`src/rtl/display_scan_if.sv`:
```
// display_scan_if: panel-side bundle for the 4-digit scan driver.
// master drives data, load, mask and lz_en; slave returns x, an, busy and frame_tick.
interface display_scan_if;
  logic [15:0] value;
  logic        load;
  logic [3:0]  blank_mask;
  logic        lz_en;
  logic [3:0]  x;
  logic [3:0]  an;
  logic        busy;
  logic        frame_tick;

  modport master (
    output value, load, blank_mask, lz_en,
    input  x, an, busy, frame_tick
  );

  modport slave (
    input  value, load, blank_mask, lz_en,
    output x, an, busy, frame_tick
  );
endinterface

```
`src/rtl/display_scan.sv`:
```
// display_scan: time-multiplexed 4-digit 7-seg driver with frame-synchronous
// double-buffered loads, leading-zero suppression and per-digit blanking.
// Ports: clk, rst (sync, active-high); io (slave): value, load, blank_mask, lz_en in;
// x, an (active-low), busy, frame_tick out.
module display_scan #(
  parameter int SCAN_DIV = 50000,
  parameter int CNT_W    = 16
) (
  input logic        clk,
  input logic        rst,
  display_scan_if.slave io
);

  localparam logic [CNT_W-1:0] LAST = CNT_W'(SCAN_DIV - 1);

  logic [CNT_W-1:0] pcnt;
  logic [1:0]       idx;
  logic [15:0]      pending;
  logic [15:0]      shadow;
  logic             pend_v;

  logic [3:0] x_q;
  logic [3:0] an_q;
  logic       busy_q;
  logic       ft_q;

  logic       tick;
  logic       bnd;
  logic       sup;
  logic       dark;
  logic [3:0] nib;
  logic [3:0] an_d;
  logic [3:0] x_d;

  assign tick = (pcnt == LAST);
  assign bnd  = tick && (idx == 2'd3);
  assign nib  = shadow[{idx, 2'b00} +: 4];

  // a digit is a leading zero only if it and every digit left of it is zero
  always_comb begin
    sup = 1'b0;
    unique case (1'b1)
      (idx == 2'd3): sup = (shadow[15:12] == 4'h0);
      (idx == 2'd2): sup = (shadow[15:8]  == 8'h00);
      (idx == 2'd1): sup = (shadow[15:4]  == 12'h000);
      (idx == 2'd0): sup = 1'b0;
      default:       sup = 1'b0;
    endcase
  end

  always_comb begin
    dark = io.blank_mask[idx] || (io.lz_en && sup);
    an_d = 4'hF;
    x_d  = 4'h0;
    if (!dark) begin
      an_d = ~(4'b0001 << idx);
      x_d  = nib;
    end
  end

  always_ff @(posedge clk) begin
    if (rst) begin
      pcnt    <= '0;
      idx     <= 2'd0;
      pending <= 16'h0000;
      shadow  <= 16'h0000;
      pend_v  <= 1'b0;
    end else begin
      pcnt <= tick ? '0 : pcnt + 1'b1;
      if (tick)
        idx <= idx + 2'd1;
      // a load on the boundary itself bypasses pending
      if (bnd) begin
        if (io.load)
          shadow <= io.value;
        else if (pend_v)
          shadow <= pending;
        pend_v <= 1'b0;
      end else if (io.load) begin
        pending <= io.value;
        pend_v  <= 1'b1;
      end
    end
  end

  always_ff @(posedge clk) begin
    if (rst) begin
      x_q    <= 4'h0;
      an_q   <= 4'hF;
      busy_q <= 1'b0;
      ft_q   <= 1'b0;
    end else begin
      x_q    <= x_d;
      an_q   <= an_d;
      busy_q <= pend_v;
      ft_q   <= bnd;
    end
  end

  assign io.x          = x_q;
  assign io.an         = an_q;
  assign io.busy       = busy_q;
  assign io.frame_tick = ft_q;

endmodule

```
`src/flat_wrapper.sv`:
```
// flat-port wrapper written by rule: the top's interface ports become plain ports
module display_scan_flat 
#(
  parameter int SCAN_DIV = 50000,
  parameter int CNT_W    = 16
)
  (clk, rst, io_value, io_load, io_blank_mask, io_lz_en, io_x, io_an, io_busy, io_frame_tick);
  display_scan_if io_i ();
  input logic clk;
  input logic rst;
  input wire logic [$bits(io_i.value)-1:0] io_value;
  input wire logic [$bits(io_i.load)-1:0] io_load;
  input wire logic [$bits(io_i.blank_mask)-1:0] io_blank_mask;
  input wire logic [$bits(io_i.lz_en)-1:0] io_lz_en;
  output wire logic [$bits(io_i.x)-1:0] io_x;
  output wire logic [$bits(io_i.an)-1:0] io_an;
  output wire logic [$bits(io_i.busy)-1:0] io_busy;
  output wire logic [$bits(io_i.frame_tick)-1:0] io_frame_tick;
  assign io_i.value = io_value;
  assign io_i.load = io_load;
  assign io_i.blank_mask = io_blank_mask;
  assign io_i.lz_en = io_lz_en;
  assign io_x = io_i.x;
  assign io_an = io_i.an;
  assign io_busy = io_i.busy;
  assign io_frame_tick = io_i.frame_tick;
  display_scan #(.SCAN_DIV(SCAN_DIV), .CNT_W(CNT_W)) u_core (.clk(clk), .rst(rst), .io(io_i));
endmodule
```
`config.mk`:
```
export PLATFORM = sky130hd
export DESIGN_NAME = display_scan_flat
export DESIGN_NICKNAME = d
export VERILOG_FILES = /design/src/rtl/display_scan_if.sv /design/src/rtl/display_scan.sv /design/src/flat_wrapper.sv
export SDC_FILE = /design/constraint.sdc
export NUM_CORES = 1
export LEC_CHECK = 0
export ABC_AREA = 1
export BUFFER_PORTS_ARGS = -buffer_cell sky130_fd_sc_hd__buf_2
export CAP_MARGIN = 20
export CORE_MARGIN = 1.5
export CORE_UTILIZATION = 62
export CTS_CLUSTER_SIZE = 20
export DETAILED_ROUTE_END_ITERATION = 10
export PLACE_DENSITY = 0.84
export SYNTH_ARGS = -nofsm -noshare
export SYNTH_HDL_FRONTEND = slang
export SYNTH_SLANG_ARGS = --single-unit
```
`constraint.sdc`:
```
create_clock -name clk -period 2.4 [get_ports clk]
set_input_delay 0.24 -clock clk [delete_from_list [all_inputs] [get_ports clk]]
set_output_delay 0.24 -clock clk [all_outputs]
set_load 0.03 [all_outputs]
```
== Word-level counts from Yosys, hierarchy flattened ==
Cells that the tools add are included.
W data, S select, Z words.
Operators by class
  add/sub/neg operators: 2
  order comparisons: 1
  eq/ne operators: 4
  shift-type cells: 2
  mux-type cells: 5
  bitwise logic cells: 2
  reductions and logical operators: 12
Operators with widths (count)
  $mux W16: 2
  $add A16 B1 Y16 const B: 1
  $eq A16 B16 Y1 const B: 1
  $shiftx A16 B5 Y4: 1
  $logic_not A12 Y1: 1
  $logic_not A8 Y1: 1
  $reduce_or A2 Y1: 3
  $eq A2 B2 Y1 const B: 2
  $logic_not A4 Y1: 1
  $not A4 Y4: 1
  $reduce_and A2 Y1: 2
  $shl A1 B2 Y4 const A: 1
  $lt A2 B3 Y1 const B: 1
  $pmux W1 S3: 1
  $add A2 B1 Y2 const B: 1
  $bmux W1 S2: 1
  $eq A2 B1 Y1 const B: 1
  $logic_and A1 B1 Y1: 2
  $reduce_bool A2 Y1: 1
  $logic_or A1 B1 Y1: 1
  $mux W1: 1
  $not A1 Y1: 1
Storage, ports and cells
  register bits: 61
  output and inout port bits: 10

== Longest topological paths before layout ==
Gate-level depths: netlist (run 1).
  word-level depth: 5
  mapped depth: 10
  gate-level depth less buffers: 9

== Worst setup path before layout (run 1) ==
OpenSTA, ideal clock, no wires.
  path type: register to register
  from: register u_core.idx[0]
  to: register u_core.x_q[0] (netlist: u_core.io.x[0])
  library setup time: 0.114 ns
  data arrival time: 1.449 ns
  data required time: 2.286 ns
  setup slack: 0.837 ns
  stages on the path, launching flop included: 8
  path buffers: 0
  path through: dfxtp_1 > clkinv_1 > ha_1 > nand3b_1 > nor3_1 > nand2_1 > nand2_1 > nor2_1
Between the ends
  cells in the longest elaborated chain, start to end: 5
  elaborated cells between the ends (all ways): 10
  those cells by class: eq/ne (3); shift (1); mux (3); reduce/logical (3)
RTL lines
  from (decl): RTL line display_scan.sv:17  | logic [1:0] idx;
  from (signal assigned): RTL line display_scan.sv:71  | idx <= idx + 2'd1;
  $eq A2 B1 Y1 (tied with other cells): RTL line display_scan.sv:45  | (idx == 2'd1): sup = (shadow[15:4] == 12'h000);
  $pmux W1 S3: RTL line display_scan.sv:42  | unique case (1'b1)
  $logic_and A1 B1 Y1: RTL line display_scan.sv:52  | dark = io.blank_mask[idx] || (io.lz_en && sup);
  $logic_or A1 B1 Y1: RTL line display_scan.sv:52
  $reduce_or A2 Y1 (no source line)
  to (signal assigned): RTL line display_scan.sv:88  | x_q <= 4'h0;
  to (signal assigned): RTL line display_scan.sv:93  | x_q <= x_d;
  to (decl): RTL line display_scan.sv:22  | logic [3:0] x_q;
Several ways; a longest one is shown, not always the timed one. The select of a mux whose other input is x is not followed.
A chain may end at the register's enable or synchronous reset.

== Worst setup path after layout (run 1) ==
  from: register u_core.pcnt[0]
  to: register u_core.shadow[4]
Between the ends
  cells in the longest elaborated chain, start to end: 3
RTL lines
  from (decl): RTL line display_scan.sv:16  | logic [CNT_W-1:0] pcnt;
  from (signal assigned): RTL line display_scan.sv:69  | pcnt <= tick ? '0 : pcnt + 1'b1;
  $eq A16 B16 Y1: RTL line display_scan.sv:35  | assign tick = (pcnt == LAST);
  $logic_and A1 B1 Y1: RTL line display_scan.sv:36  | assign bnd = tick && (idx == 2'd3);
  $reduce_and A2 Y1 (no source line)
  to (signal assigned): RTL line display_scan.sv:75  | shadow <= io.value;
  to (signal assigned): RTL line display_scan.sv:77  | shadow <= pending;
  to (decl): RTL line display_scan.sv:19  | logic [15:0] shadow;
Every way passes these cells.

==> metrics, run 1 <==
CTS sink cnt a little over 60; Synth Register Bits approximately 60; die area 0.00531 mm^2; maxcap violations 0; static leakage between 1 and 1.5 nW; Post-CTS Hold Buffers 0; row count 25; ANT nets after route 0; Wirelength per Cell between 10 and 15 um; top cells by area, synth dfxtp_1 (40%), nand2_1 (9.6%), a21oi_1 (7.6%); number of global-route vias before repair between 2000 and 2500; routed via count about 2800; nets between 400 and 500; ant diodes 0; crit path launch type flip-flop; CP Max Fanout 18; Slew @ Worst Pin 432 ps; Synth cell types 29; pwr/cell area between 600 and 700 mW/mm^2; Setup TNS Final 0 ps; Yosys top cell by area dfxtp_1; Final period util between 70 and 80%; grt total ovfl 0; Arr. time, crit path 2050 ps; Via density approximately 5.3; Max-slew headroom a little under three quarters; clk_lat worst skew 340 ps; Mapped Area between 0.003 and 0.004 mm^2; post-synthesis sequential area ratio 40.4%; CTS tree built; YS warnings 0; RSZ-0062 raised after global routing false; Peak VDD IR about 0.43 mV; Worst-path clk slew approximately 70 ps; largest net degree at the start of global routing 37; top cells by count, synth nand2_1 (77), dfxtp_1 (61), inv_1 (58); Tot GR Track Use roughly a quarter; # Post-CTS Setup Buffers 0; DP Wirelength around 4.2 mm; fin. max-slew vios 0; Peak Freq about 0.54 GHz; Fillers 397; clk_skew between 6 and 7 ps; H-tree Lvls 3; most numerous cell in the Yosys netlist nand2_1; CP required 2610 ps; Initial Util ~64%; CTS Buffer Depth 2; share of layout cells above drive strength 1 12.9%; Post-synth EDFFs 0; average size of a mapped cell about 6.9 um^2; async set or reset register ratio after synthesis 0%; Clk Tree Root Cell clkbuf_8; gpl congestion between 0.8 and 0.9; P&R area growth vs syn 12.2%; kind of end point of the critical path flip-flop; die height ~73 um; Most used DFF post-synth dfxtp_1; WS Path Type flip-flop to flip-flop; synthesized instance count about 440; status complete, no violations; WHS between 200 and 250 ps; Ports 34; Syn Nets between 400 and 500; Synth top area share around two fifths; Tmin final about 1800 ps; core area about 0.0047 mm^2; type of the worst min-delay path input port to flip-flop; initial antenna violation count 0; die extent in x 72.8 um; number of port buffers 33; drt drc 0; Hold Fails Final Rpt 0; final core occ between 70% and 80%; CTS resizes 0; global-route wire length before repair between 10 and 15 mm; number of CTS-inserted buffers 9; Setup Viol. Count Final 0; drt first pass iters 5; DR iter-0 viols between 200 and 250; Final Routed Wirelength around 6 mm
## report_power, final
part | internal, mW | switching (mW) | total (mW) | leakage [nW]
Sequential | 1.04 | 0.0124 | 1.05 | 0.497
Clock | 0.606 | 0.387 | 0.993 | 0.105
Combinational | 0.0522 | 0.0867 | 0.139 | 0.844
## per-stage QoR
stage / std cells / instance area (um^2) / worst slack (ps) / power, mW
after floorplan: 436 / 3020 / 837 / 1.17
after global placement: 517 / 3180 / 665 / 1.21
after CTS: 532 / 3390 / 556 / 2.19
after detailed placement: 517 / 3180 / 573 / 1.21
final: 532 / 3390 / 560 / 2.18
after global routing: 532 / 3390 / 372 / 2.27
## layout make-up
| type | instances | area (um^2) | area share (%) |
|---|---|---|---|
| Timing Repair Buffer | 37 | 195 | 5.75 |
| Sequential cell | 61 | 1220 | 36.0 |
| Tap cell | 67 | 83.8 | 2.47 |
| Inverter | 59 | 221 | 6.52 |
| Multi-Input combinational cell | 293 | 1460 | 43.0 |
| Clock buffer | 11 | 141 | 4.17 |
| Clock inverter | 4 | 72.6 | 2.14 |
## critical path: stages, from the launching register on
cell	delay (ps)
dfxtp_1	350
ha_1	190
nand2_2	100
nor2_4	160
nand3_4	110
nor2_8	250
nand3_2	310
nand2_1	170
a21oi_1	70
## flip-flops by register name, indices dropped and copies added (netlist names)
signal                count
u_core.io.x               4
u_core.pending           16
u_core.pend_v             1
u_core.io.busy            1
u_core.io.an              4
u_core.idx                2
u_core.pcnt              16
u_core.shadow            16
u_core.io.frame_tick      1
## layout by cell type (no fill, tap or decap), types with 2 or more instances in the layout
cell type  count
nor3_1         6
nand4_1       18
nand3_1       29
nand2_2        2
ha_1           6
nand3b_1       3
nor2_1        57
xor2_1         6
clkbuf_8      10
a21oi_1       46
bufinv_16      2
inv_1         58
nand2_1       77
buf_2         33
nor3b_1        2
o21ai_0       32
dfxtp_1       61
buf_4          4
## path summary, 6_finish.rpt
| kind | start | endpoint | slack, ps | cells after the start |
|---|---|---|---|---|
| hold reg to reg | u_core.pend_v$_SDFFE_PP0P_ | u_core.io.busy$_SDFF_PP0_ | 430 | 2 |
| setup / recovery | u_core.pcnt[0]$_SDFF_PP0_ | u_core.shadow[4]$_SDFFE_PP0P_ | 560 | 8 |
| hold / removal | io_value[12] | u_core.pending[12]$_SDFFE_PP0P_ | 230 | 5 |
| setup reg to reg | u_core.pcnt[0]$_SDFF_PP0_ | u_core.shadow[4]$_SDFFE_PP0P_ | 560 | 8 |
## cells by family (layout without fill, tap and decap cells)
group	Yosys count	after routing	share of synthesized area, %
AO/OA/AOI/OAI	79	79	13.2
XOR/XNOR	6	6	1.74
adder cells (fa/ha/maj)	6	6	2.48
buffers and inverters	82	111	11.4
flip-flops	61	61	40.4
AND/OR/NAND/NOR	202	202	30.9
## metal layers
metal | global-route usage (%) | wire length, um
met4 | 8.39 | 91
met5 | 0 | 0
met2 | 36.1 | 2740
met3 | 9.94 | 341
met1 | 33.5 | 3000
No activity file was read; power rests on OpenSTA's default activity.
==> inputs of run 2 (changes only) <==
Settings changed: ABC_AREA 1 to 0, CORE_UTILIZATION 62 to 57, PLACE_DENSITY 0.84 to 0.79.
Clock period 2.4 ns to 1.8 ns, I/O delays scaled along.
==> metrics, run 2 <==
CP max stage delay roughly 640 ps; maxcap violations 0; synthesized instance count 277; die height roughly 72 um; Final Power approximately 2.7 mW; top cells by count, synth dfxtp_1 (61), nor2_1 (39), mux2i_1 (32); CP max-delay cell or4_4; Worst Slack Setup Final -341 ps; fin. max-slew vios 0; Clk Tree Root Cell clkbuf_8; CP Cell Sequence or4b_4, buf_6, or4_4, o21ai_0, a21oi_1; Arr. time, crit path about 2400 ps; Finished Layout Cells ~400; grt total ovfl 0; Via density 5.78; kind of end point of the critical path flip-flop; DP Wirelength between 3 and 4 mm; Crit path buffers/inverters 1; Largest regs u_core.pcnt: 16 flops, u_core.pending: 16 flops, u_core.shadow: 16 flops; static leakage ~1.4 nW; share of layout cells above drive strength 1 31.1%; DR iter-0 viols 155; post-synthesis sequential area ratio about 45%; gpl congestion a little over 0.8; Slew @ Worst Pin 488 ps; top cells by area, synth dfxtp_1 (45%), mux2i_1 (12%), nor2_1 (5.4%); Setup Viol. Count Final between 50 and 60; number of port buffers 33; Final Routed Wirelength 6.64 mm; number of CTS-inserted buffers 9; type of the worst min-delay path input port to flip-flop; number of global-route vias before repair around 2200; ant diodes 0; async set or reset register ratio after synthesis 0%; Synth cell types 34; H-tree Lvls 3; initial antenna violation count 0; routed via count 2306; die area about 0.0052 mm^2; most frequent cells in the layout dfxtp_1 (56), nor2_1 (39), buf_2 (33); Yosys top cell by area dfxtp_1; Syn Nets ~300; drt first pass iters 6; Peak Freq 0.467 GHz; CTS sink cnt 61; Mapped Area about 0.0027 mm^2; clk_skew a little under 10 ps; Wirelength per Cell 16.6 um; Synth top area share a little under half; WS Path Type flip-flop to flip-flop; Peak VDD IR about 0.6 mV; Post-CTS Hold Buffers 0; largest net degree at the start of global routing 33; Initial Util ~60%; die extent in x between 70 and 80 um; Worst-path clk slew approximately 70 ps; Hold Fails Final Rpt 0; Most used DFF post-synth dfxtp_1; CP required between 2000 and 2500 ps; CTS Buffer Depth 2; core area ~0.0044 mm^2; Post-synth EDFFs 0; crit-path leading delay family simple AND/OR/NAND/NOR gates; CP Max Fanout 9; RSZ-0062 raised after global routing true; Max-slew headroom about two thirds; average size of a mapped cell 9.74 um^2; Inst Count DP roughly 380; YS warnings 0; Synth Register Bits 61; r2r setup slk -340 ps; global-route wire length before repair between 9 and 10 mm; Tmin final 2140 ps; violated checks setup timing; most numerous cell in the Yosys netlist dfxtp_1; row count 24; pwr/cell area slightly below 800 mW/mm^2; Final period util 119%; P&R area growth vs syn 27.5%; most common cell after layout, fill and taps aside dfxtp_1; crit path launch type flip-flop; drt drc 0; Ports 34; ANT nets after route 0; CTS tree built; status finished with violations; clk_lat worst skew between 300 and 400 ps; Tot GR Track Use 25.7%; nets ~370
## run 2: changes by cell type after synthesis, sizes merged, moves of 20 or more
cell   before  now
inv        58    7
nor2       59   39
nand2      80    8
mux2i       0   32
nand3      31    5
a21oi      46   17
## run 2: timing repair
item,4_1_cts,5_1_grt
pin swaps,4,4
endpoints found under the setup margin,50,56
setup buffers,1,3
gates cloned,4,1
gates resized for setup,8,15
## run 2: worst register-to-register path: stages, from the launching register on
cell     delay [ps]
dfxtp_2         330
or4b_4          590
buf_6           150
or4_4           640
o21ai_0         220
a21oi_1          90
## run 2: area by class of cell
type / instances / area [um^2]
inverter: 7 / 28.8
tap: 52 / 65.1
fill: 292 / 1010
clock buffer: 14 / 173
sequential: 61 / 1230
clock inverter: 1 / 5.00
multi-input combinational: 197 / 1480
timing repair buffer: 67 / 460
## run 2: where the power goes
group / internal, mW / total (mW) / switching (mW)
combinational: 0.0919 / 0.184 / 0.0919
clock: 0.604 / 1.10 / 0.500
sequential: 1.38 / 1.39 / 0.0149
## run 2: final timing paths
path	startpoint	to	cells past startpoint
worst max-delay path	u_core.pcnt[10]$_SDFF_PP0_	u_core.shadow[4]$_SDFFE_PP0P_	5
worst min-delay path	io_value[6]	u_core.pending[6]$_SDFFE_PP0P_	3
worst max register to register	u_core.pcnt[10]$_SDFF_PP0_	u_core.shadow[4]$_SDFFE_PP0P_	5
worst min register to register	u_core.pending[15]$_SDFFE_PP0P_	u_core.pending[15]$_SDFFE_PP0P_	2
## run 2: stage by stage
| stage | hold slack, ps | setup TNS, ps | setup WS, ps | utilization [%] | cell area, um^2 |
|---|---|---|---|---|---|
| 2_1_floorplan | 302 | -10940 | -338 | - | 2780 |
| 3_3_place_gp | 428 | -9040 | -270 | 70.6 | 3140 |
| 3_5_place_dp | 435 | -10470 | -340 | 70.6 | 3140 |
| 4_1_cts | 82.7 | -9250 | -260 | 76.1 | 3380 |
| 5_1_grt | 78.5 | -15230 | -368 | 77.4 | 3440 |
| 6_report | 79.9 | -12900 | -341 | 77.4 | 3440 |
## run 2: logic make-up (layout without fill, tap and decap cells)
family | after synthesis | after routing | synth area share [%]
AND/OR/NAND/NOR | 95 | 100 | 18.1
flip-flops | 61 | 61 | 45.3
AO/OA/AOI/OAI | 39 | 39 | 8.58
multiplexers | 37 | 37 | 16.0
buffers and inverters | 24 | 89 | 4.36
XOR/XNOR | 15 | 15 | 4.87
adder cells (fa/ha/maj) | 6 | 6 | 2.78
## run 2: layer usage
metal | GRT usage [%] | up-vias | wire length (um)
li1 | - | 1120 | -
met5 | 0 | - | 0
met4 | 14.3 | 0 | 186
met3 | 6.19 | 16 | 424
met1 | 32.8 | 1074 | 2740
met2 | 40.0 | 96 | 3280
==> inputs of run 3 (changes only) <==
Settings changed: ABC_AREA 0 to 1, BUFFER_PORTS_ARGS -buffer_cell sky130_fd_sc_hd__buf_2 to -buffer_cell sky130_fd_sc_hd__buf_4, CORE_UTILIZATION 57 to 58, REMOVE_ABC_BUFFERS from default to 1.
==> metrics, run 3 (synthesis results as in run 1) <==
number of global-route vias before repair 2442; routed via count 2852; Finished Layout Cells approximately 540; Tmin final about 1700 ps; final core occ between 60 and 70%; die height 75.2 um; status complete, no violations; static leakage 1.47 nW; Tot GR Track Use between 20% and 30%; most frequent cells in the layout nand2_1 (77), dfxtp_1 (61), inv_1 (58); Largest regs u_core.pcnt: 16 flops, u_core.pending: 16 flops, u_core.shadow: 16 flops; CTS tree built; DR iter-0 viols roughly 150; Arr. time, crit path roughly 1900 ps; Final period util 93.9%; maxcap violations 0; Via density 5.29; DP Wirelength 4.34 mm; share of layout cells above drive strength 1 14.1%; CP required 2030 ps; global-route wire length before repair a little over 10 mm; largest net degree at the start of global routing 49; number of port buffers 33; ant diodes 0; Inst Count DP 524; most common cell after layout, fill and taps aside nand2_1; Ports 34; Initial Util 59.6%; ANT nets after route 0; Peak VDD IR approximately 0.63 mV; Post-CTS Hold Buffers 0; kind of end point of the critical path flip-flop; Peak Freq 0.591 GHz; initial antenna violation count 0; Hold Fails Final Rpt 0; nets a little under 500; drt first pass iters 5; drt drc 0; clk_lat worst skew between 300 and 400 ps; Worst-path clk slew ~60 ps; die area roughly 0.0057 mm^2; row count 26; Setup Viol. Count Final 0; CTS Buffer Depth 2; fin. max-slew vios 0; type of the worst min-delay path input port to flip-flop; pwr/cell area 779 mW/mm^2; CP Max Fanout 6; crit path launch type flip-flop; Final Routed Wirelength around 6.5 mm; P&R area growth vs syn 16.3%; gpl congestion 0.858; die extent in x roughly 75 um; r2r setup slk around 110 ps; CTS sink cnt around 60; clk_skew ~8.8 ps; grt total ovfl 0; H-tree Lvls 3; Slew @ Worst Pin 441 ps; Max-slew headroom approximately 71%; number of CTS-inserted buffers 9; WS Path Type flip-flop to flip-flop; core area a little over 0.005 mm^2; Wirelength per Cell 12.1 um; Clk Tree Root Cell clkbuf_8
## run 3: changes by cell type in the layout (fill, tap and decap cells not counted), moves of 13 or more
cell / change
a21oi_1: +29
inv_1: +53
nor2_1: +18
o21ai_0: +26
nand2_1: +69
mux2i_1: -32
or3_1: -17
nand4_1: +14
nand3_1: +23
buf_2: -33
xnor2_1: -13
## run 3: path summary, 6_finish.rpt
kind                               from                             end  depth (start not counted)
min                         io_value[9]  u_core.pending[9]$_SDFFE_PP0P_                          5
min reg2reg  u_core.pend_v$_SDFFE_PP0P_       u_core.io.busy$_SDFF_PP0_                          2
max reg2reg  u_core.idx[0]$_SDFFE_PP0P_       u_core.io.x[2]$_SDFF_PP0_                          7
max          u_core.idx[0]$_SDFFE_PP0P_       u_core.io.x[2]$_SDFF_PP0_                          7
## run 3: worst max-delay path: stages, from the launching register on
cell and delay, ps:
dfxtp_1 380, clkinv_1 210, ha_1 280, nand3b_1 150
nor3_1 130, nand2_1 190, nand2_1 190, nor2_1 60
## run 3: cell type report
type | instances | area, um^2
Multi-Input combinational cell | 294 | 1490
Timing Repair Buffer | 41 | 312
Tap cell | 70 | 87.6
Clock inverter | 1 | 5.00
Inverter | 59 | 221
Clock buffer | 13 | 179
Sequential cell | 61 | 1220
Fill cell | 439 | 1560
## run 3: routing by layer
layer	GRT usage, %	vias to the layer above	wire length (um)
met3	6.43	18	353
met4	10.7	0	148
met1	28.6	1286	2930
met2	39.7	86	3100
li1	-	1462	-
met5	0	-	0
## run 3: report_power, final
group	switching (mW)	internal (mW)
combinational	0.115	0.0853
clock	0.504	0.633
sequential	0.0168	1.38
total	0.636	2.10
## run 3: what timing repair did
| item | CTS | global route |
|---|---|---|
| setup buffers | 0 | 0 |
| gates resized for setup | 0 | 5 |
| setup endpoints to repair | 0 | 44 |
## run 3: per-stage QoR
step / instance area, um^2 / hold slack [ps] / total power [mW] / setup slack [ps] / setup TNS, ps
3_3_place_gp: 3300 / 412 / 1.62 / 187 / 0
2_1_floorplan: 2900 / 249 / 1.53 / 58.2 / 0
5_1_grt: 3520 / 181 / 2.83 / -0.685 / -0.872
6_report: 3520 / 167 / 2.74 / 109 / 0
3_5_place_dp: 3300 / 414 / 1.63 / 110 / 0
4_1_cts: 3480 / 156 / 2.76 / 97.1 / 0
